### src/rtl/mips_pkg.sv
// Shared types and constants for the MIPS pipeline stages.
// Holds widths, the NOP encoding, the fetch FSM states and the IF/ID bundle.
package mips_pkg;

    localparam int ADDR_W = 28;
    localparam int DATA_W = 32;

    localparam logic [DATA_W-1:0] NOP = 32'h0000_0000;

    typedef enum logic {
        FETCH,
        HALT
    } fetch_state_t;

    typedef struct packed {
        logic [DATA_W-1:0] instr;
        logic [ADDR_W-1:0] pc4;
        logic              valid;
    } ifid_t;

    localparam ifid_t IFID_FLUSH = '{instr: NOP, pc4: '0, valid: 1'b0};

endpackage

### src/rtl/fetch_unit_if.sv
// Instruction-memory bus between the fetch stage and a combinational memory.
// master: drives imem_addr, reads imem_data. slave: the reverse.
interface fetch_unit_if
    import mips_pkg::*;
();

    logic [ADDR_W-1:0] imem_addr;
    logic [DATA_W-1:0] imem_data;

    modport master (
        output imem_addr,
        input  imem_data
    );

    modport slave (
        input  imem_addr,
        output imem_data
    );

endinterface

### src/rtl/pc_next_sel.sv
// Next-PC priority mux: branch over jump over sequential pc+4.
// Ports: pc, br_taken/br_target, jmp_taken/jmp_index in;
//        redirect, next_pc, misalign (raw branch target low bits set) out.
module pc_next_sel
    import mips_pkg::*;
(
    input  logic [ADDR_W-1:0] pc,
    input  logic              br_taken,
    input  logic [ADDR_W-1:0] br_target,
    input  logic              jmp_taken,
    input  logic [25:0]       jmp_index,
    output logic              redirect,
    output logic [ADDR_W-1:0] next_pc,
    output logic              misalign
);

    always_comb begin
        redirect = br_taken | jmp_taken;
        misalign = 1'b0;
        next_pc  = pc + ADDR_W'(4);
        // Both redirects may be asserted together; the branch belongs to
        // the older instruction, so priority (not unique) is intended.
        priority case (1'b1)
            br_taken: begin
                next_pc  = {br_target[ADDR_W-1:2], 2'b00};
                misalign = |br_target[1:0];
            end
            jmp_taken: begin
                next_pc = {jmp_index, 2'b00};
            end
            default: ;
        endcase
    end

endmodule

### src/rtl/fetch_unit.sv
// Instruction-fetch stage: owns the PC, drives instruction memory and
// fills the IF/ID register; handles stall, flush on redirect and halt.
// Ports: clk, rst_n (sync, active-low), stall, br_*, jmp_*, imem bus,
//        ifid_instr/ifid_pc4/ifid_valid, halted, misalign_err.
module fetch_unit
    import mips_pkg::*;
#(
    parameter int unsigned       MEM_BYTES = 372,
    parameter logic [ADDR_W-1:0] RESET_PC  = '0
) (
    input  logic              clk,
    input  logic              rst_n,
    input  logic              stall,
    input  logic              br_taken,
    input  logic [ADDR_W-1:0] br_target,
    input  logic              jmp_taken,
    input  logic [25:0]       jmp_index,
    fetch_unit_if.master      imem,
    output logic [DATA_W-1:0] ifid_instr,
    output logic [ADDR_W-1:0] ifid_pc4,
    output logic              ifid_valid,
    output logic              halted,
    output logic              misalign_err
);

    localparam logic [ADDR_W-1:0] LAST_PC = ADDR_W'(MEM_BYTES - 4);

    fetch_state_t      state_q, state_d;
    logic [ADDR_W-1:0] pc_q, pc_d;
    ifid_t             ifid_q, ifid_d;
    logic              mis_q, mis_d;

    logic              redirect;
    logic [ADDR_W-1:0] next_pc;
    logic              misalign;

    pc_next_sel u_sel (
        .pc        (pc_q),
        .br_taken  (br_taken),
        .br_target (br_target),
        .jmp_taken (jmp_taken),
        .jmp_index (jmp_index),
        .redirect  (redirect),
        .next_pc   (next_pc),
        .misalign  (misalign)
    );

    always_ff @(posedge clk) begin
        if (!rst_n) begin
            state_q <= FETCH;
            pc_q    <= RESET_PC;
            ifid_q  <= IFID_FLUSH;
            mis_q   <= 1'b0;
        end else begin
            state_q <= state_d;
            pc_q    <= pc_d;
            ifid_q  <= ifid_d;
            mis_q   <= mis_d;
        end
    end

    always_comb begin
        state_d = state_q;
        pc_d    = pc_q;
        ifid_d  = ifid_q;
        mis_d   = 1'b0;
        unique case (state_q)
            FETCH: begin
                if (redirect) begin
                    pc_d   = next_pc;
                    ifid_d = IFID_FLUSH;
                    mis_d  = misalign;
                end else if (!stall) begin
                    // The range check also catches pc+4 wrapping.
                    if (pc_q > LAST_PC) begin
                        state_d = HALT;
                        ifid_d  = IFID_FLUSH;
                    end else begin
                        pc_d   = next_pc;
                        ifid_d = '{instr: imem.imem_data,
                                   pc4:   next_pc,
                                   valid: 1'b1};
                    end
                end
            end
            HALT: begin
                ifid_d = IFID_FLUSH;
            end
        endcase
    end

    assign imem.imem_addr = pc_q;
    assign ifid_instr     = ifid_q.instr;
    assign ifid_pc4       = ifid_q.pc4;
    assign ifid_valid     = ifid_q.valid;
    assign halted         = (state_q == HALT);
    assign misalign_err   = mis_q;

endmodule

### src/flat_wrapper.sv
// flat-port wrapper written by rule: the top's interface ports become plain ports
module fetch_unit_flat import mips_pkg::*;
#(
    parameter int unsigned       MEM_BYTES = 372,
    parameter logic [ADDR_W-1:0] RESET_PC  = '0
)
  (clk, rst_n, stall, br_taken, br_target, jmp_taken, jmp_index, ifid_instr, ifid_pc4, ifid_valid, halted, misalign_err, imem_imem_addr, imem_imem_data);
  fetch_unit_if imem_i ();
  input  logic clk;
  input  logic rst_n;
  input  logic stall;
  input  logic br_taken;
  input  logic [ADDR_W-1:0] br_target;
  input  logic jmp_taken;
  input  logic [25:0] jmp_index;
  output logic [DATA_W-1:0] ifid_instr;
  output logic [ADDR_W-1:0] ifid_pc4;
  output logic ifid_valid;
  output logic halted;
  output logic misalign_err;
  output wire logic [$bits(imem_i.imem_addr)-1:0] imem_imem_addr;
  input wire logic [$bits(imem_i.imem_data)-1:0] imem_imem_data;
  assign imem_imem_addr = imem_i.imem_addr;
  assign imem_i.imem_data = imem_imem_data;
  fetch_unit #(.MEM_BYTES(MEM_BYTES), .RESET_PC(RESET_PC)) u_core (.clk(clk), .rst_n(rst_n), .stall(stall), .br_taken(br_taken), .br_target(br_target), .jmp_taken(jmp_taken), .jmp_index(jmp_index), .imem(imem_i), .ifid_instr(ifid_instr), .ifid_pc4(ifid_pc4), .ifid_valid(ifid_valid), .halted(halted), .misalign_err(misalign_err));
endmodule
### config.mk
export PLATFORM = sky130hd
export DESIGN_NAME = fetch_unit_flat
export DESIGN_NICKNAME = d
export VERILOG_FILES = /design/src/rtl/mips_pkg.sv /design/src/rtl/fetch_unit_if.sv /design/src/rtl/pc_next_sel.sv /design/src/rtl/fetch_unit.sv /design/src/flat_wrapper.sv
export SDC_FILE = /design/constraint.sdc
export NUM_CORES = 1
export LEC_CHECK = 0
export ABC_AREA = 1
export BUFFER_PORTS_ARGS = -buffer_cell sky130_fd_sc_hd__buf_4
export CAP_MARGIN = 5
export CORE_ASPECT_RATIO = 2
export CORE_UTILIZATION = 40
export CTS_CLUSTER_DIAMETER = 30
export DETAILED_ROUTE_END_ITERATION = 16
export PLACE_DENSITY = 0.74
export SETUP_SLACK_MARGIN = 0.4
export SLEW_MARGIN = 20
export SYNTH_ARGS = -nofsm -noshare
export SYNTH_HDL_FRONTEND = slang
export SYNTH_SLANG_ARGS = --single-unit
### constraint.sdc
create_clock -name clk -period 1.9 [get_ports clk]
set_input_delay 0.095 -clock clk [delete_from_list [all_inputs] [get_ports clk]]
set_output_delay 0.095 -clock clk [all_outputs]
set_load 0.005 [all_outputs]
==> results of run 1 <==
-- report_power, final --
group / switching [mW] / internal [mW]
registers: 0.0838 / 1.97
logic: 0.495 / 0.458
clock network: 0.834 / 0.917
total: 1.41 / 3.35
-- worst min path at each step --
stage                  startpoint               endpoint  depth (start not counted)
2_1_floorplan  imem_imem_data[10]  u_core.ifid_instr[10]                          2
3_3_place_gp    imem_imem_data[4]   u_core.ifid_instr[4]                          3
4_1_cts         imem_imem_data[1]   u_core.ifid_instr[1]                          3
6_report       imem_imem_data[12]  u_core.ifid_instr[12]                          3
3_5_place_dp   imem_imem_data[11]  u_core.ifid_instr[11]                          3
5_1_grt        imem_imem_data[10]  u_core.ifid_instr[10]                          3
-- kinds of logic (layout without fill, tap and decap cells) --
kind of cell             count (synthesis)  in the layout  synth area share
AND/OR/NAND/NOR                        434            435             0.389
AO/OA/AOI/OAI                           98             98             0.128
flip-flops                              91             91             0.383
buffers and inverters                   89            327            0.0896
XOR/XNOR                                 3              3           0.00552
adder cells (fa/ha/maj)                  2              2           0.00526
-- routing by layer --
layer / GRT usage / up-vias / routed length, um
met3: 0.0507 / 86 / 1090
met4: 0.222 / 0 / 1310
met5: 0 / - / 0
met1: 0.260 / 2531 / 5650
met2: 0.525 / 261 / 9650
li1: - / 2735 / -
-- registers in the layout, summed over array words and instances (netlist names) --
name / cells
u_core.ifid_instr: 32
u_core.ifid_pc4: 28
u_core.misalign_err: 1
u_core.ifid_valid: 1
u_core.halted: 1
u_core.imem.imem_addr: 28
-- cell type report --
class	count	area, um^2
Inverter	57	229
Clock inverter	6	55.1
Clock buffer	10	229
Multi-Input combinational cell	538	2790
Fill cell	1057	4140
Timing Repair Buffer	254	2160
Tap cell	145	181
Sequential cell	91	1850
-- cell usage in the layout, fill, tap and decap left out, types with 5 or more instances in the layout --
master / instances
nand2_1: 218
inv_2: 9
clkbuf_16: 11
buf_6: 6
nand3_1: 62
buf_12: 5
nand3_2: 5
nor2_1: 75
dfxtp_1: 75
inv_1: 44
dfxtp_2: 13
buf_4: 212
a21oi_2: 40
nor2_4: 7
nand2_2: 35
nand2_4: 12
dlygate4sd3_1: 25
o21ai_0: 25
a21oi_1: 24
nor2_2: 14
-- through the flow --
step / instances / setup slack, ns / hold WS, ns / power, mW
global placement: 1041 / 0.0201 / 0.345 / 2.88
floorplan: 717 / 0.421 / 0.231 / 2.46
finish: 1101 / 0.231 / 0.00428 / 4.76
detailed placement: 1041 / 0.0462 / 0.352 / 2.88
CTS: 1092 / 0.259 / 0.000189 / 4.70
global route: 1101 / 0.141 / 0.00363 / 4.96
-- what timing repair did --
item                                   CTS  global route
pin swaps                                3            22
gates resized for setup                 37            75
setup endpoints to repair               69            69
hold buffers                            24             1
gates cloned                             3             3
endpoints found under the hold margin   24             1
buffers inserted                         8             5
-- worst max-delay path, delay by kind of cell (launching register included) --
kind / cells / cell delay, ns
AOI/OAI and AO/OA: 1 / 0.04
buffers and inverters: 2 / 0.27
DFF: 1 / 0.37
and+or+nand+nor: 8 / 0.88
==> flow_summary.json, run 1 <==
{
  "crit_arrival_ns": 1.90,
  "worstPathRequired_ns": 2.13,
  "endpoint_kind": "flop",
  "detail_route.wl_per_cell_um": 16.1,
  "maxCapViolations": 0,
  "async_reset_ff_frac": 0,
  "p_per_area_nw_per_um2": 635,
  "slew_viol_final": 0,
  "final.setup_skew_ns": 0.00720,
  "r2r_slack_ns": 0.23,
  "dp_hpwl_um": 12400,
  "critical_path.slowest_cell": "dfxtp_1",
  "io_buffers": 181,
  "synth_cell_type_count": 30,
  "nNetsFinal": 1044,
  "synthFlopType": "dfxtp_1",
  "yosys_warnings": 0,
  "die_h_um": 156,
  "numCtsBuffers": 9,
  "stdcell_area_um2": 7490,
  "grt_antenna_before_repair": 0,
  "first_pass_iters": 7,
  "io_pins": 182,
  "cp-startpoint": "u_core.imem.imem_addr[17]",
  "yosysTopAreaCell": "dfxtp_1",
  "cp_cell_sequence": "inv_2 -> nand3_2 -> nor2_4 -> nand2_2 -> nor2_4 -> nand2_4 -> nand2_8 -> clkbuf_16 -> nand2_2 -> nand2_1 -> a21oi_1",
  "min_path_type": "in -> reg",
  "critical_path.max_fanout": 6,
  "die_x_um": 79.1,
  "setup_viol": 0,
  "routed_wl_um": 17700,
  "endpoint": "u_core.imem.imem_addr[8]",
  "drc": 0,
  "cts_tree": "done",
  "syn-num-nets": 810,
  "ant_nets": 0,
  "initial_core_util": 0.409,
  "die-area_um2": 12400,
  "ys_top_cells_by_area": "dfxtp_1, nand2_1, nor2_1",
  "relSlewSlack": 0.727,
  "synth_common_cells": "nand2_1, dfxtp_1, nor2_1, nand3_1, inv_1",
  "cts.sinks": 91,
  "reg2reg_to": "u_core.imem.imem_addr[8]",
  "syn_inst": 717,
  "grt_pass1_wl_um": 26500,
  "grt_pass1_vias": 5440,
  "reg2reg_depth": 11,
  "first_iter_violations": 341,
  "synth_edf_count": 0,
  "drive_above_1_share": 0.412,
  "syn_area_um2": 4760,
  "synth.most_common_cell": "nand2_1",
  "ys_seq_elements": 91,
  "tns_ns": 0,
  "tightestPinTransition_ns": 0.406,
  "clk_path_buf_depth": 2,
  "gp_congestion": 1.02,
  "vdd_drop_max_mv": 0.581,
  "ys_seq_area_frac": 0.383,
  "syn_avg_cell_area_um2": 6.64,
  "timing.rr.start": "u_core.imem.imem_addr[17]",
  "coreArea_um2": 11600,
  "area_growth_pct": 57.4,
  "insertion_delay_ns": 0.35,
  "clk_pin_slew_ns": 0.07,
  "status": "complete, no violations",
  "p_leak_nw": 3.40,
  "cts.htree.levels": 3,
  "cts_root_buf": "clkbuf_16",
  "max_freq_mhz": 599,
  "rows": 56,
  "rsz0062_at_grt": "true",
  "track_usage": 0.282,
  "post-route-util": 0.644,
  "vias": 5613,
  "overflow": 0,
  "grt_max_degree": 49,
  "cpPeakStageDelay_ns": 0.37,
  "period_needed_ns": 1.67,
  "timing.final.crit_share": 0.879,
  "cp-start-kind": "flop",
  "finalHoldViolCount": 0,
  "vias_per_cell": 5.10,
  "num_antenna_cells": 0,
  "place_area_um2": 6370,
  "path_class": "reg -> reg",
  "synth_top_area_share": 0.383
}
Note: power is estimated with default switching activity, not from simulation.
==> run 2: changes to the inputs <==
--- a/config.mk
+++ b/config.mk
@@ -9,10 +9,10 @@
 export BUFFER_PORTS_ARGS = -buffer_cell sky130_fd_sc_hd__buf_4
 export CAP_MARGIN = 5
 export CORE_ASPECT_RATIO = 2
-export CORE_UTILIZATION = 40
+export CORE_UTILIZATION = 45
 export CTS_CLUSTER_DIAMETER = 30
 export DETAILED_ROUTE_END_ITERATION = 16
-export PLACE_DENSITY = 0.74
+export PLACE_DENSITY = 0.81
 export SETUP_SLACK_MARGIN = 0.4
 export SLEW_MARGIN = 20
 export SYNTH_ARGS = -nofsm -noshare
==> run 2 against run 1 <==
Critical path depth decreased by 1. Clock skew is 0.0013 ns higher. Routed wire length up 1.3%. Die area down 11%. Flip-flop and latch count stayed put. Global-route usage grew 3.3 points. Via count rose by 0.78%. Total power grew 4.7%. Final cell count shrank 3.5%. Maximum frequency increased by 0.93%. Non-clock buffer count shrank 28. Critical endpoint is now u_core.ifid_instr[4].
==> flow_summary.json, run 2 (same netlist as run 1, synthesis figures left out) <==
{
  "cts.htree.levels": 3,
  "die_x_um": 74.7,
  "layout_commonest_cell": "nand2_1",
  "num_antenna_cells": 0,
  "io_pins": 182,
  "fillers": 838,
  "post-place-ws_ns": 0.186,
  "worst_slack_ns": 0.246,
  "drive_above_1_share": 0.452,
  "reg2reg_to": "u_core.ifid_instr[4]",
  "die_h_um": 147,
  "path_class": "reg -> reg",
  "largest_register_ffs": 32,
  "worstPathRequired_ns": 2.17,
  "first_pass_iters": 6,
  "vias": 5657,
  "timing.rr.start": "u_core.imem.imem_addr[27]",
  "cts.sinks": 91,
  "cp_top_family": "simple AND/OR/NAND/NOR gates",
  "vdd_drop_max_mv": 0.543,
  "dp_hpwl_um": 12900,
  "cts_tree": "done",
  "final.setup_skew_ns": 0.00851,
  "rsz0062_at_grt": "true",
  "cpPeakStageDelay_ns": 0.39,
  "ant_nets": 0,
  "min_path_type": "in -> reg",
  "finalHoldViolCount": 0,
  "max_freq_mhz": 605,
  "first_iter_violations": 423,
  "clk_pin_slew_ns": 0.07,
  "coreArea_um2": 10200,
  "r2r_slack_ns": 0.25,
  "critical_path.slowest_cell": "dfxtp_4",
  "endpoint_kind": "flop",
  "timing.final.crit_share": 0.870,
  "p_per_area_nw_per_um2": 681,
  "insertion_delay_ns": 0.34,
  "min_to": "u_core.ifid_instr[22]",
  "gp_congestion": 1.02,
  "crit_buf_inv": 2,
  "final_cell_mix": "nand2_1, buf_4, dfxtp_1",
  "maxCapViolations": 0,
  "grt_antenna_before_repair": 0,
  "grt_pass1_wl_um": 25900,
  "cp-start-kind": "flop",
  "reg2reg_depth": 10,
  "die-area_um2": 11000,
  "vias_per_cell": 5.33,
  "nNetsFinal": 1015,
  "routed_wl_um": 17900,
  "detail_route.wl_per_cell_um": 16.9,
  "relSlewSlack": 0.628,
  "cts_root_buf": "clkbuf_16",
  "critical_path.max_fanout": 8,
  "rows": 52,
  "track_usage": 0.315,
  "initial_core_util": 0.466,
  "slew_viol_final": 0,
  "cp_cell_sequence": "nor2_4 -> nand3_2 -> nor2_2 -> nand2_2 -> nor2_4 -> nand3_4 -> clkinv_8 -> buf_12 -> nand2_2 -> a21oi_2",
  "setup_viol": 0,
  "status": "complete, no violations",
  "drc": 0,
  "min_path_cells": 3,
  "tns_ns": 0,
  "area_growth_pct": 53.7,
  "tightestPinTransition_ns": 0.557,
  "clk_path_buf_depth": 2,
  "overflow": 0,
  "grt_pass1_vias": 5380,
  "crit_arrival_ns": 1.92,
  "io_buffers": 181,
  "numCtsBuffers": 9,
  "period_needed_ns": 1.65,
  "grt_max_degree": 47,
  "p_leak_nw": 3.28,
  "p_total_mw": 4.98,
  "hp-start": "imem_imem_data[22]"
}
## run 2: cell types whose count changed in the layout (fill, tap and decap cells not counted), sizes merged
cell         change
buf              -6
bufinv           +2
clkinv           +1
clkinvlp         -1
dlygate4sd3     -22
inv              -2
nand2            -1
## run 2: layout make-up
type                    count  area (um^2)  share of cell area
clock buffers              10          229              0.0313
clock inverters             6         96.3              0.0132
inverters                  57          234              0.0320
multi-input cells         537         2860               0.390
flip-flops and latches     91         1870               0.256
well taps                 135          169              0.0231
repair buffers            226         1860               0.255
## run 2: stage by stage
stage / instances / cell area (um^2) / hold slack, ns / utilization
after CTS: 1057 / 6970 / 0.00324 / 0.682
after floorplan: 717 / 4770 / 0.231 / -
after detailed placement: 1033 / 6410 / 0.353 / 0.628
after global placement: 1033 / 6410 / 0.346 / 0.628
after global routing: 1062 / 7320 / 0.00126 / 0.717
final: 1062 / 7320 / 0.00491 / 0.717
## run 2: worst max path at each step
| stage | depth (start not counted) | to | start | slack (ns) |
|---|---|---|---|---|
| CTS | 9 | u_core.imem.imem_addr[10] | u_core.imem.imem_addr[3] | 0.29 |
| detailed placement | 9 | u_core.imem.imem_addr[10] | u_core.imem.imem_addr[3] | 0.19 |
| global placement | 11 | u_core.imem.imem_addr[20] | u_core.imem.imem_addr[4] | 0.20 |
| floorplan | 12 | u_core.imem.imem_addr[26] | u_core.imem.imem_addr[2] | 0.42 |
| finish | 10 | u_core.ifid_instr[4] | u_core.imem.imem_addr[27] | 0.25 |
| global route | 11 | u_core.imem.imem_addr[23] | u_core.imem.imem_addr[15] | 0.12 |
## run 2: repair_timing
action | 4_1_cts | 5_1_grt
hold endpoints to repair | 1 | 2
hold buffers | 1 | 2
gates resized for setup | 53 | 99
buffers inserted | 6 | 1
endpoints found under the setup margin | 65 | 69
pin swaps | 8 | 35
gates cloned | 1 | 2
## run 2: metal layers
metal | track usage | wire length, um | vias up | part of all wire
met2 | 0.587 | 9870 | 292 | 0.55
met3 | 0.0682 | 1140 | 105 | 0.064
met5 | 0 | 0 | - | 0
li1 | - | - | 2667 | -
met1 | 0.278 | 5510 | 2593 | 0.31
met4 | 0.224 | 1400 | 0 | 0.078
## run 2: worst reg2reg max path: stages (launching register included)
cell and delay (ns):
dfxtp_4 0.39, nor2_4 0.12, nand3_2 0.08, nor2_2 0.13
nand2_2 0.08, nor2_4 0.18, nand3_4 0.14, clkinv_8 0.12
buf_12 0.15, nand2_2 0.06, a21oi_2 0.13
## run 2: power breakdown
| group | total (mW) | switching (mW) | leakage (nW) | internal [mW] |
|---|---|---|---|---|
| Combinational | 0.931 | 0.503 | 2.38 | 0.428 |
| Sequential | 2.08 | 0.103 | 0.749 | 1.97 |
| Clock | 1.98 | 0.806 | 0.155 | 1.17 |
| Total | 4.98 | 1.41 | 3.28 | 3.57 |
==> run 3: changes to the inputs <==
==> constraint.sdc (replaced) <==
create_clock -name clk -period 1.9 [get_ports clk]
set_input_delay 0.57 -clock clk [delete_from_list [all_inputs] [get_ports clk]]
set_output_delay 0.57 -clock clk [all_outputs]
set_load 0.005 [all_outputs]
==> run 3 against run 2 <==
Clock skew rose by 0.0015 ns. Design area grew 5.6%. Global-route usage increased by 1.4 points. First-iteration DRC count is 2.8% higher. Die area unchanged. Maximum frequency decreased by 6.1%. Flip-flop and latch count unchanged. Setup slack got worse by 0.11 ns. Clock power fell by 7%. Clock-buffer cell count unchanged. Final cell count is 1.5% higher.
==> flow_summary.json, run 3 (same netlist as run 1, synthesis figures left out) <==
{
  "final_cell_mix": "buf_4, nand2_1, nor2_1",
  "cts_root_buf": "clkbuf_16",
  "initial_core_util": 0.466,
  "fillers": 772,
  "largest_register_ffs": 32,
  "finalHoldViolCount": 0,
  "power_frac_comb": 0.210,
  "max_freq_mhz": 568,
  "coreArea_um2": 10200,
  "tns_ns": 0,
  "vdd_drop_max_mv": 0.589,
  "cts_tree": "done",
  "overflow": 0,
  "track_usage": 0.328,
  "io_buffers": 181,
  "critical_path.max_fanout": 5,
  "crit_arrival_ns": 2.02,
  "slew_viol_final": 0,
  "use_met2": 0.589,
  "drive_above_1_share": 0.489,
  "maxCapViolations": 0,
  "first_iter_violations": 435,
  "grt_pass1_vias": 5367,
  "min_path_type": "reg -> reg",
  "clk_path_buf_depth": 2,
  "p_int_mw": 3.50,
  "period_needed_ns": 1.76,
  "insertion_delay_ns": 0.35,
  "io_pins": 182,
  "nNetsFinal": 1031,
  "use_met3": 0.0702,
  "power_frac_clock": 0.374,
  "vias_per_cell": 5.34,
  "detail_route.wl_per_cell_um": 17.5,
  "cts.htree.levels": 3,
  "die_h_um": 147,
  "gp_congestion": 1.03,
  "relSlewSlack": 0.724,
  "timing.final.crit_share": 0.927,
  "endpoint_kind": "flop",
  "postCtsHoldBufs": 0,
  "clk_pin_slew_ns": 0.07,
  "cp-start-kind": "flop",
  "cts.sinks": 91,
  "die_x_um": 74.7,
  "top_usage_layer": "met2",
  "status": "complete, no violations",
  "grt_antenna_before_repair": 0,
  "first_pass_iters": 5,
  "grt_max_degree": 33,
  "p_total_mw": 4.96,
  "dp_hpwl_um": 12300,
  "power_frac_seq": 0.416,
  "p_leak_nw": 3.54,
  "layout_commonest_cell": "buf_4",
  "drc": 0,
  "setup_viol": 0,
  "area_growth_pct": 62.3,
  "tightestPinTransition_ns": 0.413,
  "swShare": 0.294,
  "routed_wl_um": 18800,
  "p_sw_mw": 1.46,
  "met1_usage": 0.315,
  "p_per_area_nw_per_um2": 642,
  "vias": 5760,
  "worstPathRequired_ns": 2.16,
  "grt_pass1_wl_um": 26600,
  "numCtsBuffers": 9,
  "path_class": "reg -> reg",
  "ant_nets": 0,
  "die-area_um2": 11000,
  "rsz0062_at_grt": "true",
  "rows": 52,
  "final.setup_skew_ns": 0.00999,
  "num_antenna_cells": 0
}
run 3: path summary, 6_finish.rpt:
| path | start | to | slack, ns | cells past startpoint |
|---|---|---|---|---|
| worst max-delay path | u_core.imem.imem_addr[9] | u_core.imem.imem_addr[18] | 0.14 | 10 |
| worst min register to register | u_core.ifid_pc4[9] | u_core.ifid_pc4[9] | 0.44 | 2 |
| worst min-delay path | u_core.ifid_pc4[9] | u_core.ifid_pc4[9] | 0.44 | 2 |
| worst max register to register | u_core.imem.imem_addr[9] | u_core.imem.imem_addr[18] | 0.14 | 10 |
run 3: area by class of cell:
| type | instances | area (um^2) | share of cell area |
|---|---|---|---|
| clock inverters | 6 | 71.3 | 0.00923 |
| clock buffers | 10 | 229 | 0.0296 |
| flip-flops and latches | 91 | 1860 | 0.241 |
| repair buffers | 242 | 2160 | 0.280 |
| inverters | 57 | 243 | 0.0314 |
| multi-input cells | 537 | 2990 | 0.387 |
| well taps | 135 | 169 | 0.0219 |
run 3: worst max-delay path: stages (launching register included):
cell	delay (ns)
dfxtp_4	0.38
nor2_4	0.11
nand3_2	0.10
nor2_4	0.14
nand2_2	0.07
nor2_4	0.19
nand2_4	0.16
buf_12	0.19
nand3_2	0.06
nand2_2	0.06
a21oi_4	0.20
run 3: power by group through the flow:
stage               Combinational, mW  Sequential [mW]  Clock (mW)
floorplan                       0.397             2.08           0
global placement                0.813             2.09           0
CTS                             0.931             2.05        1.86
finish                           1.04             2.06        1.85
global route                     1.12             2.07        1.96
detailed placement              0.817             2.08           0
run 3: metal layers:
metal  vias to the layer above  part of all wire
li1                       2714                 -
met1                      2611              0.32
met2                       318              0.53
met3                       117             0.065
met4                         0             0.080
met5                         -                 0
run 3: timing repair:
action                                 CTS  global route
resized for setup                      103            79
pin swaps                               19            46
setup endpoints to repair               84            81
cloned                                   5             3
endpoints found under the hold margin    0             0
buffers inserted                         9             6
run 3: per-stage QoR:
step / instance area, um^2 / util / hold WS [ns] / std cells / worst slack, ns
2_1_floorplan: 4860 / - / 0.433 / 717 / 0.339
5_1_grt: 7730 / 0.757 / 0.453 / 1078 / 0.0770
6_report: 7730 / 0.757 / 0.439 / 1078 / 0.139
3_5_place_dp: 6500 / 0.637 / 0.428 / 1039 / 0.0363
3_3_place_gp: 6500 / 0.637 / 0.425 / 1039 / 0.0283
4_1_cts: 7300 / 0.715 / 0.439 / 1069 / 0.261
